**src/rtl/shreg_pkg.sv**
```systemverilog
// rtl/shreg_pkg.sv - mode encodings, per-bit select codes and shift-op decode for shift_reg_u
package shreg_pkg;

    localparam logic [2:0] MODE_HOLD = 3'd0;
    localparam logic [2:0] MODE_LOAD = 3'd1;
    localparam logic [2:0] MODE_SHL  = 3'd2;
    localparam logic [2:0] MODE_SHR  = 3'd3;
    localparam logic [2:0] MODE_ASR  = 3'd4;
    localparam logic [2:0] MODE_ROL  = 3'd5;
    localparam logic [2:0] MODE_ROR  = 3'd6;
    localparam logic [2:0] MODE_RSVD = 3'd7;

    // Per-bit next-value source: lo = neighbour at index i-1, hi = neighbour at index i+1
    typedef enum logic [1:0] {
        CELL_HOLD = 2'd0,
        CELL_LOAD = 2'd1,
        CELL_LO   = 2'd2,
        CELL_HI   = 2'd3
    } cell_sel_t;

    function automatic logic is_shift_mode(input logic [2:0] m);
        return (m >= MODE_SHL) && (m <= MODE_ROR);
    endfunction

endpackage

```
**src/rtl/shreg_cell.sv**
```systemverilog
// rtl/shreg_cell.sv - one storage bit: next-value mux plus flop with synchronous reset and clear
module shreg_cell
    import shreg_pkg::*;
(
    input  logic      clk,
    input  logic      rst_b,
    input  logic      clr,
    input  cell_sel_t sel,
    input  logic      load_val,
    input  logic      lo_val,
    input  logic      hi_val,
    output logic      q
);

    always_ff @(posedge clk) begin
        if (rst_b) begin
            q <= 1'b0;
        end else if (clr) begin
            q <= 1'b0;
        end else begin
            case (sel)
                CELL_LOAD: q <= load_val;
                CELL_LO:   q <= lo_val;
                CELL_HI:   q <= hi_val;
                default:   q <= q;
            endcase
        end
    end

endmodule

```
**src/rtl/shift_reg_u.sv**
```systemverilog
// rtl/shift_reg_u.sv - universal shift/rotate register; optional shift counter when SHREG_CNT_EN is defined
module shift_reg_u
    import shreg_pkg::*;
#(
    parameter  int WIDTH = 8,
    localparam int CNT_W = $clog2(WIDTH + 1)
) (
    input  logic             clk,
    input  logic             rst_b,
    input  logic             en,
    input  logic             clr,
    input  logic [2:0]       mode,
    input  logic [WIDTH-1:0] din,
    input  logic             sin,
    input  logic             cnt_ld,
    input  logic [CNT_W-1:0] cnt_init,
    output logic [WIDTH-1:0] q,
    output logic             sout,
    output logic [CNT_W-1:0] cnt,
    output logic             done
);

    cell_sel_t sel;
    logic      lo_edge;
    logic      hi_edge;

    always_comb begin
        sel = CELL_HOLD;
        if (en) begin
            case (mode)
                MODE_LOAD:                     sel = CELL_LOAD;
                MODE_SHL, MODE_ROL:            sel = CELL_LO;
                MODE_SHR, MODE_ASR, MODE_ROR:  sel = CELL_HI;
                default:                       sel = CELL_HOLD;
            endcase
        end
    end

    // Bits shifted into the two ends: serial input, sign copy or wrap-around
    always_comb begin
        lo_edge = (mode == MODE_ROL) ? q[WIDTH-1] : sin;
        case (mode)
            MODE_ASR: hi_edge = q[WIDTH-1];
            MODE_ROR: hi_edge = q[0];
            default:  hi_edge = sin;
        endcase
    end

    for (genvar i = 0; i < WIDTH; i++) begin : g_bit
        shreg_cell u_cell (
            .clk      (clk),
            .rst_b    (rst_b),
            .clr      (clr),
            .sel      (sel),
            .load_val (din[i]),
            .lo_val   ((i == 0) ? lo_edge : q[(i == 0) ? 0 : i-1]),
            .hi_val   ((i == WIDTH-1) ? hi_edge : q[(i == WIDTH-1) ? WIDTH-1 : i+1]),
            .q        (q[i])
        );
    end

    always_ff @(posedge clk) begin
        if (rst_b) begin
            sout <= 1'b0;
        end else if (clr) begin
            sout <= 1'b0;
        end else if (en) begin
            case (mode)
                MODE_LOAD:                     sout <= 1'b0;
                MODE_SHL, MODE_ROL:            sout <= q[WIDTH-1];
                MODE_SHR, MODE_ASR, MODE_ROR:  sout <= q[0];
                default:                       sout <= sout;
            endcase
        end
    end

`ifdef SHREG_CNT_EN
    logic shift_op;
    assign shift_op = en && is_shift_mode(mode) && !clr;

    // A preload on the final-shift edge wins and swallows the done pulse
    always_ff @(posedge clk) begin
        if (rst_b) begin
            cnt  <= '0;
            done <= 1'b0;
        end else begin
            done <= 1'b0;
            if (cnt_ld) begin
                cnt <= cnt_init;
            end else if (shift_op && (cnt != '0)) begin
                cnt <= cnt - CNT_W'(1);
                done <= (cnt == CNT_W'(1));
            end
        end
    end
`else
    logic unused_cnt_in;
    assign unused_cnt_in = ^{cnt_ld, cnt_init};
    assign cnt  = '0;
    assign done = 1'b0;
`endif

endmodule

```
**config.mk**
```make
export PLATFORM = sky130hd
export DESIGN_NAME = shift_reg_u
export DESIGN_NICKNAME = d
export VERILOG_FILES = /design/src/rtl/shreg_pkg.sv /design/src/rtl/shreg_cell.sv /design/src/rtl/shift_reg_u.sv
export SDC_FILE = /design/constraint.sdc
export NUM_CORES = 1
export LEC_CHECK = 0
export CAP_MARGIN = 5
export CORE_UTILIZATION = 25
export DETAILED_ROUTE_END_ITERATION = 10
export SETUP_SLACK_MARGIN = 0.2
export SYNTH_ARGS = -nofsm -noshare
export SYNTH_HDL_FRONTEND = slang
export SYNTH_SLANG_ARGS = --single-unit
```
**constraint.sdc**
```tcl
create_clock -name clk -period 1.45 [get_ports clk]
set_input_delay 0.29 -clock clk [delete_from_list [all_inputs] [get_ports clk]]
set_output_delay 0.29 -clock clk [all_outputs]
set_load 0.005 [all_outputs]
```
### Word-level counts from Yosys, hierarchy flattened

Index checks and enable logic that the tools add are counted.

* add/sub/neg operators: 0
* multipliers: 0
* div/mod/pow operators: 0
* order comparisons: 0
* equality and inequality tests: 10
* shifts and indexed selects: 0
* muxes and demuxes: 13
* bitwise gates (word level): 0
* reduce and logical (&&, ||, !) cells: 7

Operators by type and width (number)
* $pmux 1 s3: 9
* $eq 3x3->1 const B: 3
* $eq 3x2->1 const B: 2
* $pmux 2 s3: 1
* $reduce_bool 3->1: 2
* $eq 2x2->1 const B: 2
* $reduce_and 2->1: 2
* $reduce_or 2->1: 2
* $eq 3x1->1 const B: 1
* $reduce_or 3->1: 1
* $eq 2x1->1 const B: 1
* $mux 2: 1
* $ne 2x2->1 const B: 1
* $pmux 1 s2: 1
* $mux 1: 1

* register bits: 9
* latch bits: 0
* bits in writable memories: 0
* bits in read-only memories: 0
* bits of input ports: 21
* output and inout bits: 14
* word-level logic and storage cells: 39
* memories: 0

### Logic depth before layout (Yosys ltp)

* depth in word-level cells: 7
* depth in mapped cells: 5
* depth with buffers taken out: 4

### By module

A second synthesis with hierarchy kept.

* cells, all modules: 56
* area, all modules: 646.9 um2

By module, submodules not included
* shreg_cell: instances 8, cells each 3, area an instance 50.0 um2, seq. area each 20.0 um2
* shift_reg_u: instances 1, cells each 32, area an instance 246.5 um2, seq. area each 20.0 um2

### Least setup slack after synthesis

OpenSTA, ideal clock, no wires.

* path kind: in2reg
* start: in mode[1]
* end: reg g_bit[7].u_cell.q
* setup time: 0.088 ns
* data arrival time: 1.072 ns
* data required time: 1.362 ns
* setup slack: 0.289 ns
* stages on the path: 5
* buffers on the path: 1
* path through: buf_6 > nor3b_2 > a21oi_2 > o21ai_1 > a311oi_2

* word-level cells in the longest chain between the ends: 7
* elaborated cells between the ends (all ways): 18
* those cells by class: eq/ne: 10; mux: 4; reduce/logical: 4

RTL lines
* start, declared: line shift_reg_u.sv:12 `input logic [2:0] mode,`
* $eq 3x2->1, or another cell as far along: line shift_reg_u.sv:30 `case (mode)`
* $reduce_or 3->1 or $reduce_or 2->1 (tied branches): line shift_reg_u.sv:30
* $pmux 2 s3: line shift_reg_u.sv:30
* $mux 2: line shift_reg_u.sv:29 `if (en) begin`
* $eq 2x2->1 or $eq 2x1->1 (tied branches): line shreg_cell.sv:21 `case (sel)`
* $ne 2x2->1 (no source line) or $reduce_bool 3->1 (tied branches)
* $reduce_and 2->1 (no source line)
* end signal, assigned: line shreg_cell.sv:22 `CELL_LOAD: q <= load_val;`
* end signal, assigned: line shreg_cell.sv:23 `CELL_LO: q <= lo_val;`
* end signal, assigned: line shreg_cell.sv:24 `CELL_HI: q <= hi_val;`
* end, declared: line shreg_cell.sv:12 `output logic q`

Parallel ways exist; a longest one is shown, timed or not.
A chain may end at the register's enable or synchronous reset.

### Final worst setup path

* start: in sin
* end: reg g_bit[7].u_cell.q

* word-level cells in the longest chain between the ends: 2

RTL lines
* start, declared: line shift_reg_u.sv:14 `input logic sin,`
* $pmux 1 s2: line shift_reg_u.sv:42 `case (mode)`
* $pmux 1 s3: line shreg_cell.sv:21

No other way between the ends.

==> results by group <==
Synthesis
  • Largest family of logic cells by synthesized area: compound AO/OA/AOI/OAI gates
  • Cells after Synth: 87
  • Mux cell area share after synthesis: 0%
  • Post-synthesis xor/xnor area fraction: 1.257%
  • Register area share after synthesis: ~26%
  • Adder-Cell Fraction of Synth Area: 0%
  • Synth unique cells: 28
  • Synth Area per Inst: 8.011 um^2
  • Seq cells post-synth: 9
  • Yosys warning count: 0
  • Synth Flop Type: dfxtp_1
  • EDFF count, synth: 0
  • Synth top area share: 25.85%
  • Mapped Area: 696.9 um^2
  • Top cells by area, synth: dfxtp_1 (26%), buf_4 (14%), a31oi_1 (8.1%)
  • Asr flop ratio synth: 0%
  • Dominant cell type by area after synthesis: dfxtp_1
  • Simple-Gate Fraction of Synth Area: 19.03%
  • Compound-Gate Fraction of Synth Area: 32.14%

Worst setup path
  • Crit-path max FO: 2
  • Startpoint types: input pin
  • CP arrival: ~1.4 ns
  • Element type at the critical path end: flip-flop
  • CP required: about 1.6 ns
  • Worst r2r path cells: 5
  • Worst setup path category: input pin to flip-flop

CTS
  • Clock Sinks: 9
  • Clock slew at reported path FFs: 0.06 ns
  • Num CTS Buffers: 3
  • CTS H-tree lvls: 1
  • CTS tree: built
  • Hold-fix buffers, CTS: 0
  • CTS max path bufs: 2
  • Worst-Skew Late Latency: 0.27 ns
  • Root Driver: clkbuf_4

Timing
  • Final period utilization: about 86%
  • Final Max Slew Viols: 0
  • Fmax: ~800 MHz
  • Fin. Hold Viols: 0
  • Setup_tns: 0 ns
  • Final setup margin: 0.1979 ns
  • Unrepaired setup endpoints after global routing: true
  • Clock Skew: around 0.00095 ns
  • Final setup viols: 0
  • Post-layout min period: around 1.3 ns

Worst hold path
  • HP Class: input pin to flip-flop
  • Hold Path Stages: 3

Finish
  • Area growth from synthesis to layout: 56.01%
  • Final instance count without filler cells: roughly 150
  • Antenna cells: 0
  • Final Cell Area: about 1100 um^2
  • Nets: ~150
  • Filler instances: 273
  • Share of cells above drive strength 1: around 36%

Placement
  • GPL Wtd Cong: 0.7817
  • Post-DP Area: 958.4 um^2
  • Port Buf Inserts: 24
  • Dpl hpwl: between 1000 and 1500 um
  • Cells after DPL: 142
  • Post-placement setup slack: -0.4014 ns

Power and ir drop
  • Power Total: 0.6955 mW
  • Pleak: 0.4834 nW
  • Peak supply drop: 543.1 uV
  • PwrDens: around 640 nW/um^2

Route
  • Final wirelength: 1859 um
  • First-pass detailed-route iteration total: 4
  • DRC: 0
  • Drt wl/cell: 12.15 um
  • Vias per cell: roughly 5.0
  • Initial DRC Count: 19
  • Final ANT Viol Nets: 0
  • Vias after detailed routing: 765

Global route
  • Gr usage total: between 10% and 20%
  • Largest net degree at the start of global routing: 10
  • Vias in the first global route: 671
  • Remaining Overflow, GRT: 0
  • Antenna violations before repair: 0
  • Global-route wire length before repair: 2898 um

Floorplan
  • DIE AREA: 3003 um^2
  • Chip width: 54.80 um
  • Die Height: 54.80 um
  • Row count: 18
  • CORE AREA: about 2500 um^2
  • IO Count: 35
  • Initial Utilization: 27.38%

Status
  • Run status: finished, final reports clean

Job
  • # Max-Cap Violations: 0
## cell usage after synthesis, types with 2 or more instances
library cell  count
o221ai_1          6
nand3_1           2
buf_6             3
nand2_1           8
dfxtp_1           9
inv_1             3
o21ai_0          10
nor2_1            4
o21ai_1           2
buf_4            13
a31oi_1           9
and2_1            2
## power by group
part           internal (mW)  total (mW)  switching (mW)
clock network          0.106       0.199          0.0926
logic                  0.129       0.231           0.103
registers              0.259       0.265         0.00633
## worst paths after layout
kind                     start                 to  slack [ns]
max                        sin  g_bit[7].u_cell.q        0.20
min                         en  g_bit[5].u_cell.q        0.44
max reg2reg  g_bit[0].u_cell.q  g_bit[7].u_cell.q        0.24
min reg2reg               sout               sout        0.52
## sequential cells by signal, indices dropped and copies added (netlist names)
name	count
sout	1
g_bit.u_cell.q	8
## layout make-up
type                    instances  area, um^2  share of cell area (%)
multi-input cells              62       425.4                   39.13
clock buffers                   4       26.28                   2.417
well taps                      30       37.54                   3.452
repair buffers                 45       394.1                   36.25
inverters                       3       11.26                   1.036
flip-flops and latches          9       192.7                   17.72
## cells in the final DEF (no fill, tap or decap), drive strengths merged, types with 2 or more instances in the layout
master,synthesis,layout
dfxtp,9,9
nor3b,2,2
dlygate4sd2,0,9
conb,1,5
o221ai,6,6
nor2,4,4
o21ai,13,13
and2,2,2
nand3,2,2
a21oi,2,2
clkbuf,1,6
clkdlybuf4s50,0,11
inv,3,3
nand2,8,8
a31oi,9,9
buf,16,21
## cells by family after synthesis
group           after synthesis
simple gates                 23
buf+inv                      20
flops                         9
xor+xnor                      1
other cells                   1
compound gates               33
## critical path: stages
cell and delay [ns]:
clkdlybuf4s50_1 0.49, nand2_1 0.06, a31oi_1 0.22, o21ai_1 0.13, a311oi_2 0.24
## stage by stage
step	utilization (%)	hold WS, ns
6_report	42.72	0.4437
5_1_grt	42.72	0.4655
4_1_cts	41.94	0.5181
3_5_place_dp	37.66	0.5087
3_3_place_gp	37.66	0.5109
2_1_floorplan	-	0.4443
## routing by layer
metal	global-route usage (%)	vias to the layer above	wire, um
met2	22.69	29	897
li1	-	378	-
met3	2.500	7	89
met1	15.71	351	809
met4	8.547	0	63
met5	0	-	0
## repair_timing
action,4_1_cts,5_1_grt
endpoints found under the setup margin,18,9
setup buffers,7,0
pin swaps,0,1
cloned,0,0
gates resized for setup,27,11
(Power assumes the default switching activity.)
